`src/rtl/ysyx_220053_pkg.sv`:
```
// Shared definitions for the instruction fetch queue.
//   XLEN_DEF / ILEN_DEF : default address and instruction widths
//   RESET_PC_DEF        : default first fetch address after reset
//   ifq_entry_t         : one buffered instruction with its PC (default widths)
package ysyx_220053_pkg;

  localparam int unsigned XLEN_DEF     = 64;
  localparam int unsigned ILEN_DEF     = 32;
  localparam logic [63:0] RESET_PC_DEF = 64'h8000_0000;

  typedef struct packed {
    logic [ILEN_DEF-1:0] instr;
    logic [XLEN_DEF-1:0] pc;
  } ifq_entry_t;

endpackage

```
`src/rtl/ysyx_220053_sync_fifo.sv`:
```
// Synchronous FIFO with flush.
//   clk_i, rst_i        : clock, asynchronous active-high reset (storage cleared)
//   push_i / wdata_i    : write; accepted when not full, or when full and popping
//   pop_i / rdata_o     : read head; rdata_o always shows the head slot
//   flush_i             : empty the FIFO (wins over push/pop)
//   full_o, empty_o, count_o : occupancy
module ysyx_220053_sync_fifo #(
  parameter int unsigned WIDTH = 8,
  parameter int unsigned DEPTH = 4
) (
  input  logic                         clk_i,
  input  logic                         rst_i,
  input  logic                         push_i,
  input  logic                         pop_i,
  input  logic                         flush_i,
  input  logic [WIDTH-1:0]             wdata_i,
  output logic [WIDTH-1:0]             rdata_o,
  output logic                         full_o,
  output logic                         empty_o,
  output logic [$clog2(DEPTH+1)-1:0]   count_o
);
  import ysyx_220053_pkg::*;

  localparam int unsigned AW = $clog2(DEPTH);
  localparam int unsigned CW = $clog2(DEPTH+1);
  localparam logic [CW-1:0] DEPTH_C = CW'(DEPTH);

  logic [WIDTH-1:0] mem_q [DEPTH];
  logic [WIDTH-1:0] mem_d [DEPTH];
  logic [AW-1:0]    wptr_q, wptr_d, rptr_q, rptr_d;
  logic [CW-1:0]    count_q, count_d;
  logic             do_push, do_pop;

  assign full_o  = (count_q == DEPTH_C);
  assign empty_o = (count_q == '0);
  assign count_o = count_q;
  assign rdata_o = mem_q[rptr_q];

  assign do_pop  = pop_i && !empty_o;
  assign do_push = push_i && (!full_o || do_pop);

  always_comb begin
    mem_d   = mem_q;
    wptr_d  = wptr_q;
    rptr_d  = rptr_q;
    count_d = count_q;
    if (flush_i) begin
      wptr_d  = '0;
      rptr_d  = '0;
      count_d = '0;
    end else begin
      if (do_push) begin
        mem_d[wptr_q] = wdata_i;
        wptr_d        = wptr_q + 1'b1;  // DEPTH is a power of two: natural wrap
      end
      if (do_pop) begin
        rptr_d = rptr_q + 1'b1;
      end
      count_d = count_q + CW'(do_push) - CW'(do_pop);
    end
  end

  always_ff @(posedge clk_i or posedge rst_i) begin
    if (rst_i) begin
      for (int i = 0; i < int'(DEPTH); i++) mem_q[i] <= '0;
      wptr_q  <= '0;
      rptr_q  <= '0;
      count_q <= '0;
    end else begin
      mem_q   <= mem_d;
      wptr_q  <= wptr_d;
      rptr_q  <= rptr_d;
      count_q <= count_d;
    end
  end

endmodule

```
`src/rtl/ysyx_220053_ifq.sv`:
```
// Instruction fetch queue.
//   req_valid/req_ready/req_addr : sequential fetch requests, at most DEPTH outstanding+buffered
//   resp_valid/resp_data         : in-order doubleword responses, no backpressure
//   out_valid/out_ready/out_*    : in-order instruction delivery to the decoder
//   redirect_valid/redirect_pc   : flush the queue and restart fetch; stale responses dropped
module ysyx_220053_ifq
  import ysyx_220053_pkg::*;
#(
  parameter int unsigned     XLEN     = XLEN_DEF,
  parameter int unsigned     ILEN     = ILEN_DEF,
  parameter int unsigned     DEPTH    = 4,
  parameter logic [XLEN-1:0] RESET_PC = XLEN'(RESET_PC_DEF)
) (
  input  logic            clk,
  input  logic            rst,
  output logic            req_valid,
  input  logic            req_ready,
  output logic [XLEN-1:0] req_addr,
  input  logic            resp_valid,
  input  logic [63:0]     resp_data,
  output logic            out_valid,
  input  logic            out_ready,
  output logic [ILEN-1:0] out_instr,
  output logic [XLEN-1:0] out_pc,
  input  logic            redirect_valid,
  input  logic [XLEN-1:0] redirect_pc
);

  localparam int unsigned   CW      = $clog2(DEPTH+1);
  localparam logic [CW:0]   DEPTH_W = (CW+1)'(DEPTH);

  logic [XLEN-1:0] fetch_pc_q, fetch_pc_d;
  logic [CW-1:0]   pending_q, pending_d;
  logic [CW-1:0]   drop_q, drop_d;

  logic            issue, keep, deq;
  logic [XLEN-1:0] tag_pc;
  logic [ILEN-1:0] resp_instr;
  logic [CW-1:0]   inst_count, tag_count;
  logic            inst_full, inst_empty, tag_full, tag_empty;
  logic [ILEN+XLEN-1:0] inst_wdata, inst_rdata;
  logic            unused_sigs;

  // Stale in-flight requests still occupy capacity until their responses drain.
  assign req_valid = !rst && !redirect_valid &&
                     (({1'b0, inst_count} + {1'b0, pending_q}) < DEPTH_W);
  assign req_addr  = fetch_pc_q;
  assign issue     = req_valid && req_ready;

  // A response is kept only when no stale responses remain and no redirect is in progress.
  assign keep       = resp_valid && !redirect_valid && (drop_q == '0);
  assign resp_instr = tag_pc[2] ? resp_data[63:32] : resp_data[ILEN-1:0];
  assign inst_wdata = {resp_instr, tag_pc};

  assign out_valid = !inst_empty && !redirect_valid;
  assign deq       = out_valid && out_ready;
  assign out_instr = inst_rdata[ILEN+XLEN-1:XLEN];
  assign out_pc    = inst_rdata[XLEN-1:0];

  always_comb begin
    fetch_pc_d = fetch_pc_q;
    pending_d  = pending_q + CW'(issue) - CW'(resp_valid);
    drop_d     = drop_q;
    if (redirect_valid) begin
      fetch_pc_d = {redirect_pc[XLEN-1:2], 2'b00};
      // Everything still outstanding after this cycle belongs to the old stream.
      drop_d     = pending_q - CW'(resp_valid);
    end else begin
      if (issue) fetch_pc_d = fetch_pc_q + XLEN'(4);
      if (resp_valid && (drop_q != '0)) drop_d = drop_q - 1'b1;
    end
  end

  always_ff @(posedge clk or posedge rst) begin
    if (rst) begin
      fetch_pc_q <= RESET_PC;
      pending_q  <= '0;
      drop_q     <= '0;
    end else begin
      fetch_pc_q <= fetch_pc_d;
      pending_q  <= pending_d;
      drop_q     <= drop_d;
    end
  end

  ysyx_220053_sync_fifo #(
    .WIDTH (ILEN + XLEN),
    .DEPTH (DEPTH)
  ) u_inst_q (
    .clk_i   (clk),
    .rst_i   (rst),
    .push_i  (keep),
    .pop_i   (deq),
    .flush_i (redirect_valid),
    .wdata_i (inst_wdata),
    .rdata_o (inst_rdata),
    .full_o  (inst_full),
    .empty_o (inst_empty),
    .count_o (inst_count)
  );

  // PC tags of new-stream requests; stale responses are dropped without popping,
  // since the flush already discarded their tags.
  ysyx_220053_sync_fifo #(
    .WIDTH (XLEN),
    .DEPTH (DEPTH)
  ) u_tag_q (
    .clk_i   (clk),
    .rst_i   (rst),
    .push_i  (issue),
    .pop_i   (keep),
    .flush_i (redirect_valid),
    .wdata_i (fetch_pc_q),
    .rdata_o (tag_pc),
    .full_o  (tag_full),
    .empty_o (tag_empty),
    .count_o (tag_count)
  );

  assign unused_sigs = ^{redirect_pc[1:0], tag_full, tag_empty, tag_count, inst_full};

  a_no_enq_full: assert property (@(posedge clk) disable iff (rst)
    !(keep && inst_full && !deq));
  a_no_tag_underflow: assert property (@(posedge clk) disable iff (rst)
    !(keep && tag_empty));
  a_tag_matches_live: assert property (@(posedge clk) disable iff (rst)
    tag_count == pending_q - drop_q);

endmodule
```
`config.mk`:
```
export PLATFORM = sky130hd
export DESIGN_NAME = ysyx_220053_ifq
export DESIGN_NICKNAME = d
export VERILOG_FILES = /design/src/rtl/ysyx_220053_pkg.sv /design/src/rtl/ysyx_220053_sync_fifo.sv /design/src/rtl/ysyx_220053_ifq.sv
export SDC_FILE = /design/constraint.sdc
export NUM_CORES = 2
export LEC_CHECK = 0
export BUFFER_PORTS_ARGS = -buffer_cell sky130_fd_sc_hd__buf_2
export CAP_MARGIN = 20
export CELL_PAD_IN_SITES_DETAIL_PLACEMENT = 1
export CELL_PAD_IN_SITES_GLOBAL_PLACEMENT = 2
export CORE_ASPECT_RATIO = 2
export CORE_MARGIN = 5
export CORE_UTILIZATION = 39
export CTS_BUF_LIST = sky130_fd_sc_hd__clkbuf_4 sky130_fd_sc_hd__clkbuf_8
export CTS_CLUSTER_SIZE = 24
export DETAILED_ROUTE_END_ITERATION = 6
export PLACE_DENSITY_LB_ADDON = 0.25
export SLEW_MARGIN = 20
export SYNTH_ARGS = -nofsm -noshare
export SYNTH_HDL_FRONTEND = slang
export SYNTH_SLANG_ARGS = --single-unit
```
`constraint.sdc`:
```
create_clock -name clk -period 18.9 [get_ports clk]
set_clock_uncertainty 0.1 [all_clocks]
set_input_delay 0 -clock clk [delete_from_list [all_inputs] [get_ports clk]]
set_output_delay 0 -clock clk [all_outputs]
set_load 0.01 [all_outputs]
```
==> results.yml <==
sta:
  timing.max_slew.rel_slack_pct: 27.5
  max_clock_freq_mhz: 236
  worst_hold_slack_ns: 0.0881
  finalMaxSlewViolations: 0
  worst_slack_ns: 14.67
  finalSetupTns_ns: 0
  fraction_of_the_cycle_the_final_worst_path_needs_pct: 22.4
  grt_setup_unrepaired: "no"
  timing.final.hold_violations: 0
  setup_viol_count_final: 0
  worst-slew-pin-transition_ns: 1.08
  period_minus_slack_ns: 4.23
setup_path:
  worst-setup-path-type: "reg2reg"
  worstPathRequired_ns: 19.43
  worstSetupEndpointType: "flop"
  arrival_ns: 4.76
  max_fo_critical_path: 81
  timing.critical_path.from_type: "flop"
final_layout:
  final_instance_area_um2: 39000
  finalCoreUtilization_pct: 48.0
  fin_cells: 3949
  syn_to_final_growth_pct: 22.1
  nNetsFinal: 2976
  post_route_cells_drive_above_1_share_pct: 40.5
grt:
  number_of_antenna_violations_at_the_first_check_in_global_routing: 1
  global_route_wire_length_before_repair_um: 149000
  globalRouteOverflowTotal: 0
  grt_max_degree: 199
  grt.total_usage_pct: 21.8
  grt_pass1_vias: 25200
routing:
  drt_first_iter_violations: 989
  drtPass1Iterations: 4
  post_drt_wl_per_cell_um: 24.3
  wl_um: 95800
  routed-via-count: 21600
  route.antenna.remaining_nets: 0
  vias_per_cell: 5.48
  drc: 0
power:
  ir_worst_vdd_uv: 59.5
  p_int_mw: 3.14
  share_of_power_burned_in_registers_pct: 44.7
  power.share.combinational_pct: 26.9
  power.net_switching_mw: 1.42
  switching_share_pct: 31.1
  clock_power_share_pct: 28.3
  post-layout-total-power_mw: 4.56
  power_density_nw_per_um2: 117
  static-leakage-power_nw: 18.4
placed_design:
  finalWeightedCongestion: 0.794
  dpl_ws_ns: 14.63
  post-dp-hpwl_um: 60500
  number_of_instances_in_the_placed_design: 3511
  dpl_cell_area_um2: 34300
  portBuffers: 289
floorplanning:
  dieHeight_um: 415
  design.die.area_um2: 88100
  floorplan.die.width_um: 212
  initial_utilization_pct: 39.3
  floorplan.io_pins: 296
  design.core.area_um2: 81300
  row_count: 148
synthesis:
  main_synth_ff_type: "dfrtp_1"
  synthesis.yosys.warnings: 0
  synth_cell_type_count: 54
  synth_seq_area_share_pct: 55.3
  synthCells: 2333
  synthDominantAreaCellType: "dfrtp_1"
  synth.cell_area_um2: 32000
  postSynthRegisterBits: 706
  synth_top_cell_area_share_pct: 55.2
  synth_area_per_cell_um2: 13.7
  postSynth.asyncResetShare_pct: 100
  count_of_flip_flops_with_a_built_in_enable_after_synthesis: 0
  top_post_synthesis_cells_by_area: "dfrtp_1 55%, mux2_2 17%, mux4_2 11%"
worst_hold_path:
  hold_path_class: "in2reg"
clock_network:
  clk_path_buf_depth: 3
  clk_transition_reported_paths_ns: 0.07
  cts_root_buffer: "clkbuf_8"
  worst_skew_pair.late_latency_ns: 0.76
  tritoncts: "done"
  cts_setup_buffers: 0
  tritoncts_num_sinks: 706
  numCtsBuffers: 104
  htree_num_levels: 3
status:
  outcome: "complete, no violations"
job:
  timing.max_cap.violations: 0
-- area by class of cell --
cell class | count | area (um^2)
diodes | 2 | 5.00
clock buffers | 156 | 1980
clock inverters | 29 | 196
fillers | 8223 | 42300
inverters | 23 | 90.1
multi-input cells | 1419 | 13500
flip-flops and latches | 706 | 17700
well taps | 1050 | 1310
repair buffers | 564 | 4220
-- sequential cells by signal, summed over array words and instances (netlist names) --
register / count
u_inst_q.mem_q: 376
u_inst_q.wptr_q: 2
req_addr: 62
u_inst_q.count_o: 3
pending_q: 3
drop_q: 3
u_tag_q.count_o: 3
u_tag_q.wptr_q: 2
u_tag_q.rptr_q: 2
u_inst_q.rptr_q: 2
u_tag_q.mem_q: 248
-- logic make-up after synthesis --
group	after synthesis	synth area share, %
other cells	1	0.0117
compound gates	246	4.46
mux	684	29.4
xor+xnor	23	0.630
simple gates	438	6.52
flops	706	55.3
buf+inv	211	2.66
fa+ha+maj	24	1.01
-- cells in the mapped netlist, types with 8 or more instances --
library cell	instances
o21ai_0	172
dfrtp_1	705
and3_1	14
inv_1	23
xnor2_1	9
ha_1	21
mux2i_1	38
nand4_1	26
o211ai_1	17
a21oi_1	12
buf_2	20
nor3_1	15
xor2_1	14
a221o_1	10
nand3b_1	9
nor2b_1	12
buf_1	26
nor2_1	39
nand2_1	229
mux4_2	156
nand3_1	41
clkbuf_1	133
mux2_2	490
nand2b_1	8
-- worst max-delay path, cell delays in order (launching register included) --
cell and delay [ns]:
dfrtp_1 0.40, inv_1 0.09, ha_1 0.16, nand2b_1 0.11, nand3b_1 0.28, a21oi_2 0.61
nand2_4 0.71, buf_4 0.69, nand2_1 0.18, o21ai_0 0.09, dlygate4sd3_1 0.61
-- power by group through the flow --
stage          registers, mW  clock network, mW  logic [mW]
6_report                2.04               1.29        1.23
5_1_grt                 2.08               1.40        1.34
4_1_cts                 2.04               1.34        1.25
3_5_place_dp            2.07                  0        1.16
3_3_place_gp            2.03                  0        1.11
2_1_floorplan           1.96                  0       0.816
-- placed cells by master, fill, tap and decap left out, drive strengths merged, types with 25 or more instances in the layout --
cell         instances
inv                 25
buf                315
mux4               156
mux2               490
nand4               26
dfrtp              705
clkbuf             156
dlygate4sd3        249
nand2              229
mux2i               38
nand3               42
nor2                39
o21ai              172
-- per-layer routing --
metal | share of wire (%) | vias up | global-route usage [%] | wire length [um]
met3 | 4.3 | 146 | 3.62 | 4130
met5 | 0 | - | 0 | 0
met4 | 2.6 | 0 | 6.47 | 2460
met2 | 53 | 515 | 39.6 | 50900
met1 | 40 | 11500 | 26.5 | 38300
li1 | - | 9459 | - | -
-- timing repair --
action                                 4_1_cts  5_1_grt
hold buffers                               249        0
endpoints found under the hold margin      245        0
resized for setup                            0        0
-- worst paths after layout --
check                                    start             endpoint  slack [ns]  depth (start not counted)
setup / recovery                     drop_q[0]  u_inst_q.mem_q[378]       14.67                         10
hold / removal                   resp_data[58]  u_inst_q.mem_q[186]        0.09                          4
setup reg to reg                     drop_q[0]  u_inst_q.mem_q[378]       14.67                         10
hold reg to reg            u_inst_q.mem_q[163]  u_inst_q.mem_q[163]        0.37                          2
max in group asynchronous                  rst   u_inst_q.mem_q[40]       15.90                          7
min in group asynchronous                  rst    u_tag_q.wptr_q[1]        0.54                          4
Power figures use the tool's default switching activity.
